## src/rtl/demux_scan_ctrl.sv

```systemverilog
// Select sequencer for a 2**SEL_W-way demux with per-channel dwell, single/continuous scan and stop.
// Build option: define SCAN_SKIP_MASK_EN to honour ch_mask; otherwise every channel is scanned.
module demux_scan_ctrl #(
  parameter int unsigned SEL_W   = 4,
  parameter int unsigned DWELL_W = 8
) (
  input  logic                  clk,
  input  logic                  rst_n,
  input  logic                  start,
  input  logic                  stop,
  input  logic                  mode_cont,
  input  logic [DWELL_W-1:0]    dwell,
  input  logic [2**SEL_W-1:0]   ch_mask,
  output logic [SEL_W-1:0]      sel,
  output logic                  active,
  output logic                  busy,
  output logic                  done
);

  localparam int unsigned NCH = 2**SEL_W;

  typedef enum logic [1:0] {
    S_IDLE,
    S_SCAN,
    S_DONE
  } state_t;

  state_t             state_q, state_d;
  logic [SEL_W-1:0]   sel_q, sel_d;
  logic [DWELL_W-1:0] cnt_q, cnt_d;
  logic [DWELL_W-1:0] dwell_q, dwell_d;
  logic [NCH-1:0]     mask_q, mask_d;
  logic               mode_q, mode_d;
  logic               active_q, active_d;
  logic               busy_q, busy_d;
  logic               done_q, done_d;

  logic [NCH-1:0]     eff_in, eff_q;
  logic [SEL_W-1:0]   low_in, low_q, nxt_q;
  logic               low_in_found, low_q_found, nxt_found;

  // Without mask support the latched mask is still kept but forced to all ones.
`ifdef SCAN_SKIP_MASK_EN
  assign eff_in = ch_mask;
  assign eff_q  = mask_q;
`else
  assign eff_in = ch_mask | {NCH{1'b1}};
  assign eff_q  = mask_q  | {NCH{1'b1}};
`endif

  always_comb begin
    low_in       = '0;
    low_q        = '0;
    nxt_q        = '0;
    low_in_found = 1'b0;
    low_q_found  = 1'b0;
    nxt_found    = 1'b0;
    for (int unsigned i = 0; i < NCH; i++) begin
      if (eff_in[i] && !low_in_found) begin
        low_in       = SEL_W'(i);
        low_in_found = 1'b1;
      end
      if (eff_q[i] && !low_q_found) begin
        low_q       = SEL_W'(i);
        low_q_found = 1'b1;
      end
      if (eff_q[i] && !nxt_found && (SEL_W'(i) > sel_q)) begin
        nxt_q     = SEL_W'(i);
        nxt_found = 1'b1;
      end
    end
  end

  always_ff @(posedge clk or negedge rst_n) begin
    if (!rst_n) begin
      state_q  <= S_IDLE;
      sel_q    <= '0;
      cnt_q    <= '0;
      dwell_q  <= '0;
      mask_q   <= '0;
      mode_q   <= 1'b0;
      active_q <= 1'b0;
      busy_q   <= 1'b0;
      done_q   <= 1'b0;
    end else begin
      state_q  <= state_d;
      sel_q    <= sel_d;
      cnt_q    <= cnt_d;
      dwell_q  <= dwell_d;
      mask_q   <= mask_d;
      mode_q   <= mode_d;
      active_q <= active_d;
      busy_q   <= busy_d;
      done_q   <= done_d;
    end
  end

  always_comb begin
    state_d = state_q;
    sel_d   = sel_q;
    cnt_d   = cnt_q;
    dwell_d = dwell_q;
    mask_d  = mask_q;
    mode_d  = mode_q;
    case (state_q)
      S_IDLE: begin
        if (start && !stop) begin
          mode_d  = mode_cont;
          dwell_d = dwell;
          mask_d  = ch_mask;
          if (low_in_found) begin
            state_d = S_SCAN;
            sel_d   = low_in;
            cnt_d   = dwell;
          end else begin
            state_d = S_DONE;
          end
        end
      end
      S_SCAN: begin
        if (stop) begin
          state_d = S_IDLE;
        end else if (cnt_q != '0) begin
          cnt_d = cnt_q - DWELL_W'(1);
        end else if (nxt_found) begin
          sel_d = nxt_q;
          cnt_d = dwell_q;
        end else if (mode_q) begin
          sel_d = low_q;
          cnt_d = dwell_q;
        end else begin
          state_d = S_DONE;
        end
      end
      S_DONE:  state_d = S_IDLE;
      default: state_d = S_IDLE;
    endcase
  end

  // Outputs are registered, so they are decoded from the next state.
  always_comb begin
    active_d = (state_d == S_SCAN);
    busy_d   = (state_d == S_SCAN);
    done_d   = (state_d == S_DONE);
  end

  assign sel    = sel_q;
  assign active = active_q;
  assign busy   = busy_q;
  assign done   = done_q;

endmodule

```

## config.mk

```make
export PLATFORM = sky130hd
export DESIGN_NAME = demux_scan_ctrl
export DESIGN_NICKNAME = d
export VERILOG_FILES = /design/src/rtl/demux_scan_ctrl.sv
export SDC_FILE = /design/constraint.sdc
export NUM_CORES = 1
export LEC_CHECK = 0
export CAP_MARGIN = 25
export CORE_MARGIN = 2
export CORE_UTILIZATION = 54
export CTS_BUF_LIST = sky130_fd_sc_hd__clkbuf_4
export DETAILED_ROUTE_END_ITERATION = 6
export PLACE_DENSITY = 0.88
export SYNTH_ARGS = -nofsm -noshare
export SYNTH_HDL_FRONTEND = slang
export SYNTH_SLANG_ARGS = --single-unit
```

## constraint.sdc

```tcl
create_clock -name clk -period 5.25 [get_ports clk]
set_input_delay 0.525 -clock clk [delete_from_list [all_inputs] [get_ports clk]]
set_output_delay 0.525 -clock clk [all_outputs]
set_load 0.005 [all_outputs]
```

==> results.py <==
metrics = {
    "pwr": {
        "p_seq_share_pct": 54.9,
        "ir_worst_vdd_mv": 0.154,
        "p_clk_share_pct": 21.2,
        "combPwrFrac_pct": 23.9,
        "p_leak_nw": 0.651,
        "switchingPower_uw": 141,
        "power.internal_uw": 312,
        "p_sw_share_pct": 31.1,
        "p_per_area_nw_per_um2": 280,
    },
    "finish": {
        "diodes": 0,
        "fin_nets": 184,
        "seqCellArea_um2": 626,
        "fillCellCount": 176,
        "drive_gt1_share_pct": 11.2,
        "area_delta_synth_final_pct": 18.0,
        "multi_input_area_um2": 693,
    },
    "global_routing": {
        "grt_use_total_pct": 22.2,
        "grt_overflow": 0,
        "grt_pass1_vias": 1020,
        "antenna_found_initial": 0,
        "grt_max_degree": 20,
        "grt_pass1_wl_um": 4680,
    },
    "worst_setup_path": {
        "rrSetupSlack_ns": 2.89,
        "cp_max_fo": 14,
        "slowest_stage": "nor4b_4",
        "timing.rr.start": "state_q[0]$_DFF_PN0_",
        "arrival_ns": 2.84,
        "reg2reg_to": "cnt_q[6]$_DFFE_PN0P_",
        "reg2reg_depth": 5,
        "cp_top_family": "simple AND/OR/NAND/NOR gates",
        "critPathBufInv": 1,
        "cp-end-kind": "register",
        "max_stage_delay_ns": 0.70,
        "required_ns": 5.49,
        "start_kind": "primary input",
        "path_class": "primary input to register",
        "critical_path.cell_chain": "clkdlybuf4s50_1 -> nor4b_4 -> nor4bb_2 -> a21oi_2 -> nand2_1 -> a22o_1",
    },
    "yosys": {
        "synthDistinctLibCells": 40,
        "syn_avg_cell_area_um2": 10.1,
        "ys.flop_type": "dfrtp_1",
        "synth.top_cell.area_share_pct": 45.7,
        "ys_seq_area_share_pct": 45.7,
        "synthesis.nets": 166,
        "synth_warnings": 0,
        "synthArstFlopShare_pct": 100,
        "syn_inst": 135,
        "synth_seq_cells": 25,
        "synthTopCellsByArea": "dfrtp_1, mux2_2, nand2_1, a31oi_1, nor2_1",
        "netlist_area_um2": 1370,
        "synth_largest_area_cell": "dfrtp_1",
        "synth_enable_flop_cells": 0,
    },
    "floorplan": {
        "die_h_um": 54.3,
        "die_x_um": 54.3,
        "core_um2": 2430,
        "row_count": 18,
        "fp.dieArea_um2": 2950,
        "ios": 36,
        "initial_core_util_pct": 56.3,
    },
    "clocking": {
        "ctsHoldBuffers": 0,
        "ctsLongestPathBuffers": 2,
        "clock_latency_ns": 0.33,
        "cts_setup_buffers": 0,
        "root_buffer": "clkbuf_4",
        "cts_resized": 0,
        "cts_tree": "built",
        "path_clk_slew_ns": 0.14,
        "cts_max_level": 1,
        "cts-buffers-inserted": 3,
        "clock_sinks": 25,
    },
    "status": {
        "outcome": "completed",
    },
    "timing": {
        "worstMarginPinSlew_ns": 0.753,
        "hold_viol": 0,
        "finalCriticalPeriod_ns": 2.60,
        "setup_violations": 0,
        "maxSlewHeadroom_pct": 49.6,
        "postLayoutSetupSlackWorst_ns": 2.65,
        "fin_skew_ns": 0.00488,
        "rsz0062_at_grt": "no",
        "slew_viol_final": 0,
        "fin_crit_sh_pct": 49.5,
        "fin_setup_tns_ns": 0,
        "fmax_mhz": 385,
    },
    "flow_run": {
        "maxCapViolations": 0,
    },
    "route": {
        "detail-route-antenna-nets": 0,
        "post-route-drc-count": 0,
        "viasPerCell": 6.26,
        "drt-total-wl_um": 2930,
        "wire_per_inst_um": 16.1,
        "drtIter0Drc": 26,
        "vias": 1140,
        "drt_pre_antenna_iters": 4,
    },
    "hold_path": {
        "hold_path.class": "primary input to async pin",
    },
    "place": {
        "io_buffers": 19,
        "gp_congestion": 0.821,
        "place_ws_ns": 2.28,
        "dp_hpwl_um": 2120,
    },
}
[metrics by stage]
| stage | hold slack (ns) | instances | cell area (um^2) | power (mW) | utilization, % |
|---|---|---|---|---|---|
| global placement | 0.483 | 177 | 1560 | 0.350 | 64.0 |
| floorplan | 0.229 | 135 | 1370 | 0.322 | - |
| detailed placement | 0.495 | 178 | 1590 | 0.360 | 65.2 |
| finish | 0.473 | 182 | 1620 | 0.453 | 66.4 |
| global route | 0.496 | 182 | 1620 | 0.478 | 66.4 |
| CTS | 0.488 | 182 | 1620 | 0.452 | 66.4 |
[logic make-up (layout without fill, tap and decap cells)]
| family | Yosys count | in the layout | share of synthesized area [%] |
|---|---|---|---|
| compound gates | 34 | 34 | 16.9 |
| xor+xnor | 4 | 4 | 2.56 |
| fa+ha+maj | 2 | 2 | 1.83 |
| buf+inv | 10 | 27 | 3.66 |
| flops | 25 | 25 | 45.7 |
| mux | 11 | 11 | 8.87 |
| simple gates | 49 | 49 | 20.5 |
[synthesized netlist by cell type, types with 2 or more instances]
| cell type | n |
|---|---|
| xnor2_1 | 3 |
| mux2_2 | 9 |
| ha_1 | 2 |
| o211ai_1 | 3 |
| o41ai_1 | 2 |
| a31oi_1 | 7 |
| a21oi_1 | 5 |
| nor3b_1 | 3 |
| nand2_1 | 14 |
| or4_1 | 2 |
| nor2b_1 | 2 |
| o21a_1 | 2 |
| mux2i_1 | 2 |
| dfrtp_1 | 25 |
| nor2_1 | 9 |
| nor3_1 | 5 |
| inv_1 | 3 |
| clkbuf_1 | 4 |
| nor4_1 | 4 |
| and3_1 | 3 |
| a22o_1 | 2 |
| o21ai_0 | 6 |
[power by group through the flow]
| stage | sequential (mW) | clock (mW) | combinational (mW) |
|---|---|---|---|
| 2_1_floorplan | 0.241 | 0 | 0.0811 |
| 3_3_place_gp | 0.249 | 0 | 0.100 |
| 3_5_place_dp | 0.252 | 0 | 0.108 |
| 4_1_cts | 0.248 | 0.0950 | 0.109 |
| 5_1_grt | 0.254 | 0.103 | 0.121 |
| 6_report | 0.249 | 0.0957 | 0.108 |
[worst max path at each step]
stage	from	to	cells past startpoint
floorplan	cnt_q[0]$_DFFE_PN0P_	sel[2]$_DFFE_PN0P_	9
global placement	stop	cnt_q[6]$_DFFE_PN0P_	6
detailed placement	stop	cnt_q[6]$_DFFE_PN0P_	6
CTS	stop	cnt_q[6]$_DFFE_PN0P_	6
global route	stop	cnt_q[6]$_DFFE_PN0P_	6
finish	stop	cnt_q[6]$_DFFE_PN0P_	6
[cell usage in the layout, fill, tap and decap left out, types with 2 or more instances in the layout]
cell type,instances
dfrtp_1,25
o21ai_0,6
o21a_1,2
clkbuf_4,4
and3_1,3
nor4_1,4
mux2i_1,2
nor3b_1,3
o41ai_1,2
nor2b_1,2
nor2_1,9
o211ai_1,3
ha_1,2
inv_1,3
a31oi_1,7
nand2_1,14
a21oi_1,5
clkdlybuf4s50_1,19
nor3_1,5
xnor2_1,3
mux2_2,9
a22o_1,2
or4_1,2
[flip-flops by register name, indices dropped and copies added (netlist names)]
register and flops:
busy 1, cnt_q 8, done 1, dwell_q 8
mode_q 1, sel 4, state_q 2
[routing by layer]
metal | up-vias | track usage [%] | share of wire [%]
met4 | 0 | 9.58 | 1.6
li1 | 541 | - | -
met1 | 570 | 28.8 | 45
met3 | 5 | 2.73 | 3.4
met5 | - | 0 | 0
met2 | 24 | 37.1 | 50
[final cells by class]
cell class	instances	area share, %
flip-flops and latches	25	38.7
repair buffers	20	13.5
inverters	3	0.697
well taps	30	2.32
clock buffers	4	1.86
multi-input cells	100	42.9
(Power assumes the default switching activity.)
